File: src/rtl/fib_pkg.sv
// Shared constants and types for the Fibonacci (Zeckendorf) encoder.
// Weights follow F(0)=1, F(1)=2, F(i)=F(i-1)+F(i-2).
package fib_pkg;

    typedef enum logic [1:0] {
        IDLE   = 2'd0,
        GREEDY = 2'd1,
        RAND   = 2'd2
    } fib_state_e;

    // Galois taps for x^16+x^14+x^13+x^11+1, right-shifting form
    localparam logic [15:0] LFSR_TAPS = 16'hB400;

    function automatic logic [63:0] fib(input int i);
        logic [63:0] p;
        logic [63:0] c;
        logic [63:0] t;
        p = 64'd1;
        c = 64'd2;
        if (i == 0) return p;
        for (int k = 2; k <= i; k++) begin
            t = c + p;
            p = c;
            c = t;
        end
        return c;
    endfunction

    function automatic logic [63:0] max_val(input int fib_w);
        return fib(fib_w) - 64'd1;
    endfunction

endpackage

File: src/rtl/fib_lfsr16.sv
// 16-bit Galois LFSR; steps only when en_i is high.
// Only bit 0 is exported since that is all the randomiser consumes.
module fib_lfsr16
    import fib_pkg::*;
#(
    parameter logic [15:0] SEED = 16'hACE1
) (
    input  logic clk,
    input  logic rst,
    input  logic en_i,
    output logic bit_o
);

    logic [15:0] lfsr_q;
    logic [15:0] lfsr_d;

    always_comb begin
        lfsr_d = lfsr_q;
        if (en_i) begin
            lfsr_d = (lfsr_q >> 1) ^ (lfsr_q[0] ? LFSR_TAPS : 16'h0000);
        end
    end

    always_ff @(posedge clk) begin
        if (!rst) begin
            lfsr_q <= SEED;
        end else begin
            lfsr_q <= lfsr_d;
        end
    end

    assign bit_o = lfsr_q[0];

endmodule

File: src/rtl/fib_encoder_param.sv
// Sequential binary-to-Fibonacci encoder: greedy digit pass, then an
// optional LFSR-driven 100->011 rewrite pass giving non-canonical codes.
module fib_encoder_param
    import fib_pkg::*;
#(
    parameter int          BIN_W     = 16,
    parameter int          FIB_W     = 32,
    parameter int          WGT_W     = 24,
    parameter logic [15:0] LFSR_SEED = 16'hACE1
) (
    input  logic             clk,
    input  logic             rst,
    input  logic             begin_b_f,
    input  logic             mode_rand,
    input  logic [BIN_W-1:0] input_bin,
    output logic [FIB_W-1:0] fibonacci_random,
    output logic             convert_done,
    output logic             conv_err,
    output logic             busy
);

    localparam int IDX_W = $clog2(FIB_W);
    localparam logic [IDX_W-1:0] IDX_MAX = IDX_W'(FIB_W - 1);
    localparam logic [IDX_W-1:0] IDX_TWO = IDX_W'(2);
    localparam logic [WGT_W-1:0] MAX_VAL = WGT_W'(max_val(FIB_W));
    localparam logic [WGT_W-1:0] A_INIT  = WGT_W'(fib(FIB_W - 1));
    localparam logic [WGT_W-1:0] B_INIT  = WGT_W'(fib(FIB_W - 2));

    fib_state_e       state_q, state_d;
    logic [IDX_W-1:0] idx_q, idx_d;
    logic [WGT_W-1:0] a_q, a_d;
    logic [WGT_W-1:0] b_q, b_d;
    logic [WGT_W-1:0] resid_q, resid_d;
    logic [FIB_W-1:0] digit_q, digit_d;
    logic [FIB_W-1:0] fib_q, fib_d;
    logic             mode_q, mode_d;
    logic             err_q, err_d;
    logic             cerr_q, cerr_d;
    logic             done_q, done_d;
    logic             busy_q, busy_d;
    logic             finish;
    logic             lfsr_en;
    logic             lfsr_bit;
    logic [WGT_W-1:0] in_ext;
    logic             over;

    assign in_ext  = WGT_W'(input_bin);
    assign over    = in_ext > MAX_VAL;
    assign lfsr_en = (state_q == RAND);

    fib_lfsr16 #(
        .SEED (LFSR_SEED)
    ) u_lfsr (
        .clk   (clk),
        .rst   (rst),
        .en_i  (lfsr_en),
        .bit_o (lfsr_bit)
    );

    always_comb begin
        state_d = state_q;
        idx_d   = idx_q;
        a_d     = a_q;
        b_d     = b_q;
        resid_d = resid_q;
        digit_d = digit_q;
        fib_d   = fib_q;
        mode_d  = mode_q;
        err_d   = err_q;
        cerr_d  = cerr_q;
        busy_d  = busy_q;
        done_d  = 1'b0;
        finish  = 1'b0;
        unique case (state_q)
            IDLE: begin
                if (begin_b_f) begin
                    resid_d = over ? '0 : in_ext;
                    mode_d  = mode_rand;
                    err_d   = over;
                    a_d     = A_INIT;
                    b_d     = B_INIT;
                    idx_d   = IDX_MAX;
                    digit_d = '0;
                    busy_d  = 1'b1;
                    cerr_d  = 1'b0;
                    state_d = GREEDY;
                end
            end
            GREEDY: begin
                if (resid_q >= a_q) begin
                    digit_d[idx_q] = 1'b1;
                    resid_d        = resid_q - a_q;
                end else begin
                    digit_d[idx_q] = 1'b0;
                end
                a_d   = b_q;
                b_d   = a_q - b_q;
                idx_d = idx_q - 1'b1;
                if (idx_q == '0) begin
                    if (mode_q) begin
                        state_d = RAND;
                        idx_d   = IDX_MAX;
                    end else begin
                        finish = 1'b1;
                    end
                end
            end
            RAND: begin
                // F(i) = F(i-1) + F(i-2), so 100 -> 011 keeps the value
                if (digit_q[idx_q -: 3] == 3'b100 && lfsr_bit) begin
                    digit_d[idx_q -: 3] = 3'b011;
                end
                idx_d = idx_q - 1'b1;
                if (idx_q == IDX_TWO) begin
                    finish = 1'b1;
                end
            end
            default: state_d = IDLE;
        endcase
        if (finish) begin
            fib_d   = err_q ? '0 : digit_d;
            cerr_d  = err_q;
            done_d  = 1'b1;
            busy_d  = 1'b0;
            state_d = IDLE;
        end
    end

    always_ff @(posedge clk) begin
        if (!rst) begin
            state_q <= IDLE;
            idx_q   <= '0;
            a_q     <= '0;
            b_q     <= '0;
            resid_q <= '0;
            digit_q <= '0;
            fib_q   <= '0;
            mode_q  <= 1'b0;
            err_q   <= 1'b0;
            cerr_q  <= 1'b0;
            done_q  <= 1'b0;
            busy_q  <= 1'b0;
        end else begin
            state_q <= state_d;
            idx_q   <= idx_d;
            a_q     <= a_d;
            b_q     <= b_d;
            resid_q <= resid_d;
            digit_q <= digit_d;
            fib_q   <= fib_d;
            mode_q  <= mode_d;
            err_q   <= err_d;
            cerr_q  <= cerr_d;
            done_q  <= done_d;
            busy_q  <= busy_d;
        end
    end

    assign fibonacci_random = fib_q;
    assign convert_done     = done_q;
    assign conv_err         = cerr_q;
    assign busy             = busy_q;

endmodule

File: config.mk
export PLATFORM = sky130hd
export DESIGN_NAME = fib_encoder_param
export DESIGN_NICKNAME = d
export VERILOG_FILES = /design/src/rtl/fib_pkg.sv /design/src/rtl/fib_lfsr16.sv /design/src/rtl/fib_encoder_param.sv
export SDC_FILE = /design/constraint.sdc
export NUM_CORES = 1
export LEC_CHECK = 0
export ABC_AREA = 1
export ABC_CLOCK_PERIOD_IN_PS = 3650
export BUFFER_PORTS_ARGS = -buffer_cell sky130_fd_sc_hd__buf_4
export CAP_MARGIN = 5
export CORE_UTILIZATION = 45
export CTS_CLUSTER_SIZE = 14
export DETAILED_ROUTE_END_ITERATION = 6
export GPL_ROUTABILITY_DRIVEN = 1
export PLACE_DENSITY = 0.59
export SLEW_MARGIN = 20
export SYNTH_ARGS = -nofsm -noshare
export SYNTH_HDL_FRONTEND = slang
export SYNTH_HIERARCHICAL = 1
export SYNTH_SLANG_ARGS = --single-unit
File: constraint.sdc
create_clock -name clk -period 3.65 [get_ports clk]
set_clock_uncertainty 0.05 [all_clocks]
set_input_delay 0.73 -clock clk [delete_from_list [all_inputs] [get_ports clk]]
set_output_delay 0.73 -clock clk [all_outputs]
set_load 0.05 [all_outputs]
## Word level (Yosys, flattened, before mapping)

Index checks and enable logic that the tools add are counted.

| word-level totals | value |
|---|---|
| register bits | 164 |
| input port bits | 20 |

| operators by class | value |
|---|---|
| add/subtract/negate cells | 4 |
| order comparisons | 4 |
| equality and inequality tests | 8 |
| shift-type cells | 3 |
| mux-type cells | 33 |
| bitwise gates (word level) | 6 |
| reduce and logical (&&, ||, !) cells | 15 |

Operators with widths:

| kind | number |
|---|---|
| $pmux 24 s2 | 3 |
| $mux 32 | 4 |
| $mux 24 | 4 |
| $pmux 32 s3 | 1 |
| $sub 24x24->24 | 2 |
| $shift 3x7->34 const A | 1 |
| $shiftx 3x7->34 const A | 1 |
| $shiftx 34x6->3 | 1 |
| $and 32x32->32 | 1 |
| $bwmux 32 | 1 |
| $mux 16 | 2 |
| $not 32->32 | 1 |
| $or 32x32->32 | 1 |
| $ge 24x24->1 | 1 |
| $gt 16x23->1 const B | 1 |
| $xor 15x16->16 | 1 |
| $mux 5 | 3 |
| $pmux 5 s3 | 1 |
| $mux 1 | 8 |
| $ne 2x2->1 const B | 4 |
| $reduce_and 2->1 | 4 |
| $neg 5->7 | 1 |
| $lt 5x6->1 const B | 1 |
| $mux 2 | 3 |
| 18 further kinds | 22 |

## Depth between registers and ports, before layout

Gate-level depths: netlist (run 1).

| logic depth | value |
|---|---|
| depth after elaboration | 9 |
| depth in mapped cells | 22 |
| mapped depth without buffers | 18 |

## Modules after synthesis

The synthesis (run 1) kept the hierarchy.

Modules (own cells, without submodules):

| module | times used | cells an instance | area each (µm²) | seq. area each (µm²) |
|---|---|---|---|---|
| fib_encoder_param | 1 | 1906 | 11277.1 | 2922.8 |
| fib_lfsr16 | 1 | 80 | 624.3 | 320.3 |

## Least setup slack after synthesis (run 1)

No wires, ideal clock.

| timing | value |
|---|---|
| path kind | reg2reg |
| start | register idx_q[0] |
| end | register fib_q[15] (netlist: fibonacci_random[15]) |
| data arrival time | 2653 ps |
| data required time | 3487 ps |
| slack | 833 ps |
| stages on the path, launching flop included | 23 |
| cell sequence | dfxtp_1 -> buf_6 -> inv_2 -> buf_6 -> buf_6 -> ha_1 -> nand2_1 -> nor2_1 -> ha_1 -> clkbuf_1 -> clkinv_1 -> nand2_1 -> inv_1 -> nand3_1 -> nand3_1 -> nand2_1 -> nand4_1 -> nand3_1 -> nand2_1 -> nand2_1 -> nand2_1 -> nand2_1 -> nand2_1 |

| on the way | value |
|---|---|
| cells in the longest elaborated chain, start to end | 9 |

Ends and longest elaborated chain:

| element | RTL line | RTL |
|---|---|---|
| start: declaration | fib_encoder_param.sv:30 | `logic [IDX_W-1:0] idx_q, idx_d;` |
| start signal: assignment | fib_encoder_param.sv:145 | `idx_q <= idx_d;` |
| $lt 5x6->1 (implied by the code) or $ge 5x1->1 (tied branches) | fib_encoder_param.sv:91, fib_encoder_param.sv:94 |  |
| $logic_and 1x1->1 (implied by the code) | fib_encoder_param.sv:91, fib_encoder_param.sv:94 |  |
| $mux 1 (implied by the code) | fib_encoder_param.sv:91, fib_encoder_param.sv:94 |  |
| $demux 1 s5 | fib_encoder_param.sv:91, fib_encoder_param.sv:94 |  |
| $not 32->32 (no source line) | n/a |  |
| $and 32x32->32 (no source line) | n/a |  |
| $mux 32 | fib_encoder_param.sv:90 | `if (resid_q >= a_q) begin` |
| $pmux 32 s3 | fib_encoder_param.sv:74 | `unique case (state_q)` |
| $mux 32 | fib_encoder_param.sv:121 | `fib_d = err_q ? '0 : digit_d;` |
| end signal: assignment | fib_encoder_param.sv:150 | `fib_q <= fib_d;` |
| end: declaration | fib_encoder_param.sv:35 | `logic [FIB_W-1:0] fib_q, fib_d;` |

Parallel ways exist; a longest one is shown, timed or not.
A chain may end at the register's enable or synchronous reset.

## Worst setup path after layout (run 1)

| timing | value |
|---|---|
| start | register idx_q[0] |
| end | register fib_q[13] (netlist: fibonacci_random[13]) |

Same word-level chain as after synthesis.

==> flow_summary_export.csv, run 1 <==
group,metric,value,unit
cells_and_area,final-seq-area,3243,sq um
clocking,cts_tree,"done",
hold_path,min-delay-start,"fibonacci_random[10]",
routing,totalWireLength,40.49,mm
worst_setup_path,cp_cell_sequence,"buf_4 -> nand2_1 -> nand3_1 -> nand2_1 -> nor2_1 -> nand3_1 -> nand2_1 -> nand2_1 -> inv_2 -> nand3_2 -> nand2_1 -> nand3_1 -> nand2_1 -> nand2_1 -> nand2_1 -> nand2_1 -> nand2_1",
routing,drt_first_pass_iters,6,
timing,hold_viol,0,
cells_and_area,area_growth,9.020,%
cells_and_area,multi_input_area,7475,sq um
grt,grt_max_degree,86,
timing,post-route-min-period,3.447,ns
grt,grt_pass1_vias,11973,
worst_setup_path,crit_path_top_delay_cell,"nand3_2",
routing,vias,13017,
grt,grt_usage,0.3039,
die,start_util,0.4580,
synthesis,ys_top_cells_by_area,"dfxtp_1 27%, nand2_1 22%, a21oi_1 7.9%, nand3_1 6.6%, ha_1 6.0%",
timing,relSlewSlack,0.2841,
clocking,clk_pin_slew_worst_paths,0.07,ns
synthesis,synthFlopType,"dfxtp_1",
cells_and_area,nFillCells,2753,
synthesis,synth_seq_cells,162,
die,rows,59,
timing,worst_pin_slew,1.067,ns
hold_path,holdCritPathClass,"reg2reg",
cells_and_area,layout-drive-gt1-share,0.07111,
timing,post-route-period-util,0.9443,
grt,antenna_found_initial,0,
clocking,clockBufferDepth,2,
timing,fmax,290.1,MHz
synthesis,synth_cell_type_count,50,
routing,vias_per_cell,5.582,
routing,routedWlPerCell,17.36,microns
clocking,clock_latency,0.44,ns
synthesis,ys_async_sr_fraction,0,
clocking,ctsHoldBuffers,0,
worst_setup_path,start_kind,"flip-flop",
placement,place_congestion,1.007,
pwr,power.density,1065,nW/um^2
cells_and_area,antenna_cells,0,
die,core,25980,sq um
worst_setup_path,cp_max_fo,44,
die,dieHeight,164.6,microns
synthesis,syn_area_per_cell,5.993,sq um
grt,grt_first_pass_wirelength,63.71,mm
worst_setup_path,end_kind,"flip-flop",
routing,antenna_left,0,
clocking,postCtsResizedCells,0,
worst_setup_path,r2r_slack,0.20,ns
cells_and_area,final_cell_mix,"708 x nand2_1, 188 x a21oi_1, 176 x inv_1",
grt,grt_remaining_overflow,0,
clocking,cts.sinks,162,
cells_and_area,fin_util,0.4993,
routing,first_iter_violations,1154,
timing,setup_viol,0,
timing,fin_setup_tns,0,ns
synthesis,synth_edf_count,0,
die,ioPinCount,55,
pwr,p_leak,0.006322,uW
hold_path,hold_path_end,"fibonacci_random[10]",
placement,port_buffers,53,
synthesis,ys_seq_area_frac,0.2725,
worst_setup_path,cp.required,3.99,ns
status,status,"complete, no violations",
clocking,cts_buffers,17,
worst_setup_path,crit_path_frequent_cell,"nand2_1",
placement,place_hpwl,28.95,mm
synthesis,netlist.area_leader.share,0.2725,
worst_setup_path,r2r_start,"idx_q[0]",
clocking,h-tree-depth,4,
hold_path,whs_path_depth,2,
worst_setup_path,reg2reg_to,"fibonacci_random[13]",
cells_and_area,nets,2063,
synthesis,synth_top_area_cell,"dfxtp_1",
synthesis,syn-cell-area,11900,sq um
die,die_area,27100,sq um
worst_setup_path,path_class,"reg2reg",
worst_setup_path,cp.arrival,3.78,ns
timing,rsz0062_at_grt,"no",
flow_run,drv_cap,0,
synthesis,synth_cells,1986,
worst_setup_path,slowest_delay,0.57,ns
synthesis,ys_warn_count,6,
routing,drc_errors,0,
clocking,root_buffer,"clkbuf_16",
die,die_x,164.6,microns
cells_and_area,final_common_cell,"nand2_1",
pwr,peakVddDrop,0.5565,mV
worst_setup_path,rr_worst_depth,17,
synthesis,syn_nets,2065,
timing,drv_slew,0,
==> per-layer routing <==
metal  wire length [microns]  up-vias  track usage  part of all wire
met5                       0        -            0                 0
met4                    2489        0       0.1860             0.061
met3                    2136      136      0.04144             0.053
met2                   19930      462       0.5403              0.49
met1                   15930     5905       0.3427              0.39
li1                        -     6514            -                 -
==> cells in the mapped netlist (16+ instances only) <==
cell type,instances
ha_1,57
clkbuf_1,41
inv_1,179
nand3_1,156
a221oi_1,18
a21oi_1,189
nand2_1,708
nor2_1,142
buf_2,28
o21ai_0,127
dfxtp_1,162
or2_2,16
nand4_1,43
==> registers in the layout (all words and copies together) (netlist names) <==
name	cells
busy	1
b_q	24
u_lfsr/lfsr_q	16
resid_q	24
digit_q	32
state_q	2
a_q	24
idx_q	5
fibonacci_random	32
convert_done	1
mode_q	1
==> metrics by stage <==
step,cells,setup slack (ns),hold WS [ns],power (uW),cell area (sq um)
2_1_floorplan,1986,0.8333,0.3792,9448,11900
3_3_place_gp,2299,0.3954,0.3918,11750,12390
3_5_place_dp,2299,0.4009,0.3929,11720,12390
4_1_cts,2331,0.3814,0.4077,13630,12960
5_1_grt,2332,0.01152,0.4285,15050,12970
6_report,2332,0.2033,0.4024,13820,12970
==> power by group <==
| part | leakage (uW) | switching (uW) | internal, uW |
|---|---|---|---|
| Clock | 0.000276 | 876 | 983 |
| Sequential | 0.00132 | 258 | 2170 |
| Combinational | 0.00473 | 6770 | 2760 |
==> critical path: cells and delay by family (launching register included) <==
kind                   cells  cell delay [ns]
DFF                        1             0.34
and+or+nand+nor           15             2.02
buffers and inverters      2             0.92
==> repair_timing <==
action / CTS / global route
setup endpoints to repair: 0 / 4
buffers inserted: 0 / 0
hold endpoints to repair: 0 / 0
==> worst max path at each step <==
stage                     startpoint  cells past startpoint                    to
after floorplan             idx_q[0]                     22  fibonacci_random[15]
after global placement      idx_q[0]                     17   fibonacci_random[4]
after detailed placement    idx_q[0]                     17  fibonacci_random[13]
after CTS                   idx_q[0]                     17  fibonacci_random[13]
after global routing        idx_q[0]                     17  fibonacci_random[13]
final                       idx_q[0]                     17  fibonacci_random[13]
==> cell families (layout without fill, tap and decap cells) <==
logic type,Yosys count,after routing,share of synthesized area
flip-flops,162,162,0.2725
XOR/XNOR,7,7,0.005151
adder cells (fa/ha/maj),59,59,0.06329
buffers and inverters,282,292,0.1019
AND/OR/NAND/NOR,1091,1092,0.3799
AO/OA/AOI/OAI,384,384,0.1769
other,1,1,0.0003151
==> area by class of cell <==
type	instances	share of cell area
well taps	335	0.03230
flip-flops and latches	162	0.2500
clock buffers	19	0.03414
repair buffers	74	0.04282
clock inverters	13	0.01051
inverters	186	0.05419
multi-input cells	1543	0.5761
No activity file was read; power rests on OpenSTA's default activity.
==> run 2, diff against run 1 <==
--- a/config.mk
+++ b/config.mk
@@ -9,11 +9,12 @@
 export ABC_CLOCK_PERIOD_IN_PS = 3650
 export BUFFER_PORTS_ARGS = -buffer_cell sky130_fd_sc_hd__buf_4
 export CAP_MARGIN = 5
-export CORE_UTILIZATION = 45
+export CORE_MARGIN = 3
+export CORE_UTILIZATION = 50
 export CTS_CLUSTER_SIZE = 14
 export DETAILED_ROUTE_END_ITERATION = 6
 export GPL_ROUTABILITY_DRIVEN = 1
-export PLACE_DENSITY = 0.59
+export PLACE_DENSITY = 0.65
 export SLEW_MARGIN = 20
 export SYNTH_ARGS = -nofsm -noshare
 export SYNTH_HDL_FRONTEND = slang
==> run 2 against run 1 <==
Sequential power hardly changed. Total power is 0.95% lower. Register-to-register slack better by 0.19 ns. Clock power hardly changed. Cell area hardly changed. Clock-buffer cell count stayed put. Highest routed layer unchanged. Critical path depth is 1 higher. Critical endpoint is now fibonacci_random[10]. Worst hold slack better by 0.0013 ns. Critical path type unchanged. Global-route usage is 0.34 points lower.
==> flow_summary_export.csv, run 2 (synthesis results as in run 1) <==
group,metric,value,unit
worst_setup_path,crit_path_top_delay_cell,"nor2_4",
timing,fin_setup_tns,0,ns
placement,place_hpwl,28.42,mm
cells_and_area,fin_util,0.5647,
clocking,root_buffer,"clkbuf_16",
cells_and_area,area_growth,9.052,%
die,die_x,160.3,microns
timing,hold_viol,0,
die,rows,55,
pwr,p_leak,0.006339,uW
worst_setup_path,slowest_delay,0.59,ns
worst_setup_path,crit_family,"simple AND/OR/NAND/NOR gates",
worst_setup_path,end_kind,"flip-flop",
placement,port_buffers,53,
pwr,peakVddDrop,0.7019,mV
clocking,ctsHoldBuffers,0,
routing,antenna_left,0,
timing,worst_pin_slew,1.034,ns
cells_and_area,nets,2065,
pwr,power.density,1055,nW/um^2
grt,grt_max_degree,62,
clocking,clk_pin_slew_worst_paths,0.07,ns
timing,setup_viol,0,
hold_path,holdCritPathClass,"reg2reg",
die,core,22980,sq um
cells_and_area,final_common_cell,"nand2_1",
cells_and_area,nFillCells,2354,
grt,grt_remaining_overflow,0,
cells_and_area,layout-drive-gt1-share,0.07204,
clocking,clock_latency,0.43,ns
clocking,clockBufferDepth,2,
grt,grt_first_pass_wirelength,62.89,mm
routing,drc_errors,0,
cells_and_area,final-seq-area,3243,sq um
die,die_area,25690,sq um
worst_setup_path,cp_cell_sequence,"inv_2 -> buf_4 -> nand2_1 -> nand3_1 -> nand2_1 -> inv_1 -> nand2_1 -> nand2_1 -> nand2_1 -> nor2_4 -> nand3_4 -> nand2_1 -> nand3_1 -> nand2_1 -> nand2_1 -> nand2_1 -> nand2_1 -> nand2_1",
clocking,cts_tree,"done",
worst_setup_path,path_buf_inv,3,
die,start_util,0.5178,
status,status,"complete, no violations",
timing,relSlewSlack,0.3062,
routing,routedWlPerCell,16.87,microns
placement,place_congestion,1.031,
clocking,h-tree-depth,4,
routing,vias_per_cell,5.620,
clocking,cts.sinks,162,
timing,fmax,306.7,MHz
routing,drt_first_pass_iters,7,
worst_setup_path,path_class,"reg2reg",
timing,post-route-period-util,0.8933,
routing,vias,12994,
timing,drv_slew,0,
placement,dpl_cell_area,12390,sq um
cells_and_area,multi_input_area,7465,sq um
timing,rsz0062_at_grt,"no",
grt,grt_pass1_vias,12333,
clocking,postCtsResizedCells,0,
flow_run,drv_cap,0,
worst_setup_path,crit_path_frequent_cell,"nand2_1",
clocking,post_cts_buffers,0,
clocking,cts_buffers,17,
worst_setup_path,cp_max_fo,39,
cells_and_area,final_cell_mix,"708 x nand2_1, 188 x a21oi_1, 176 x inv_1",
timing,post-route-min-period,3.260,ns
grt,grt_usage,0.3005,
cells_and_area,stdcell_area,12980,sq um
die,ioPinCount,55,
worst_setup_path,cp.required,3.97,ns
cells_and_area,antenna_cells,0,
worst_setup_path,cp.arrival,3.58,ns
die,dieHeight,160.3,microns
grt,antenna_found_initial,0,
worst_setup_path,start_kind,"flip-flop",
routing,first_iter_violations,1263,
routing,totalWireLength,39.00,mm
==> run 2: changes by cell type in the layout (fill, tap and decap cells not counted), moves of 2 or more <==
cell,previous run,this run
buf_4,74,76
inv_6,7,4
clkinv_4,1,3
clkinv_2,0,2
==> run 2: metrics by stage <==
step	hold WS [ns]	power, uW	setup slack (ns)	instances
3_3_place_gp	0.3881	11600	0.5400	2280
6_report	0.4037	13690	0.3895	2312
2_1_floorplan	0.3792	9448	0.8333	1986
5_1_grt	0.4312	14960	0.07239	2312
3_5_place_dp	0.3926	11660	0.5240	2280
4_1_cts	0.4061	13540	0.4990	2312
==> run 2: layer usage <==
layer,part of all wire,up-vias,wire length [microns],GRT usage
li1,-,6503,-,-
met1,0.40,5879,15520,0.3416
met2,0.48,466,18550,0.5223
met3,0.053,146,2059,0.04176
met4,0.073,0,2863,0.2028
met5,0,-,0,0
==> run 2: area by class of cell <==
type	count	area share
repair buffers	77	0.04550
flip-flops and latches	162	0.2499
clock inverters	13	0.01166
well taps	313	0.03017
multi-input cells	1542	0.5751
clock buffers	19	0.03336
inverters	186	0.05428
==> run 2: where the power goes <==
part	internal (uW)	switching [uW]	leakage (uW)
Combinational	2780	6640	0.00474
Sequential	2170	273	0.00132
Clock	1020	809	0.000276
==> run 2: worst paths after layout <==
path / start / endpoint / slack [ns] / cells past startpoint
min reg2reg: fibonacci_random[20] / fibonacci_random[20] / 0.40 / 2
min: fibonacci_random[20] / fibonacci_random[20] / 0.40 / 2
max reg2reg: idx_q[0] / fibonacci_random[10] / 0.39 / 18
max: idx_q[0] / fibonacci_random[10] / 0.39 / 18
==> run 2: worst register-to-register path, stage by stage (launching register included) <==
cell	delay [ns]
dfxtp_1	0.34
inv_2	0.07
buf_4	0.38
nand2_1	0.17
nand3_1	0.10
nand2_1	0.06
inv_1	0.06
nand2_1	0.05
nand2_1	0.05
nand2_1	0.08
nor2_4	0.59
nand3_4	0.50
nand2_1	0.18
nand3_1	0.09
nand2_1	0.15
nand2_1	0.09
nand2_1	0.09
nand2_1	0.05
nand2_1	0.06
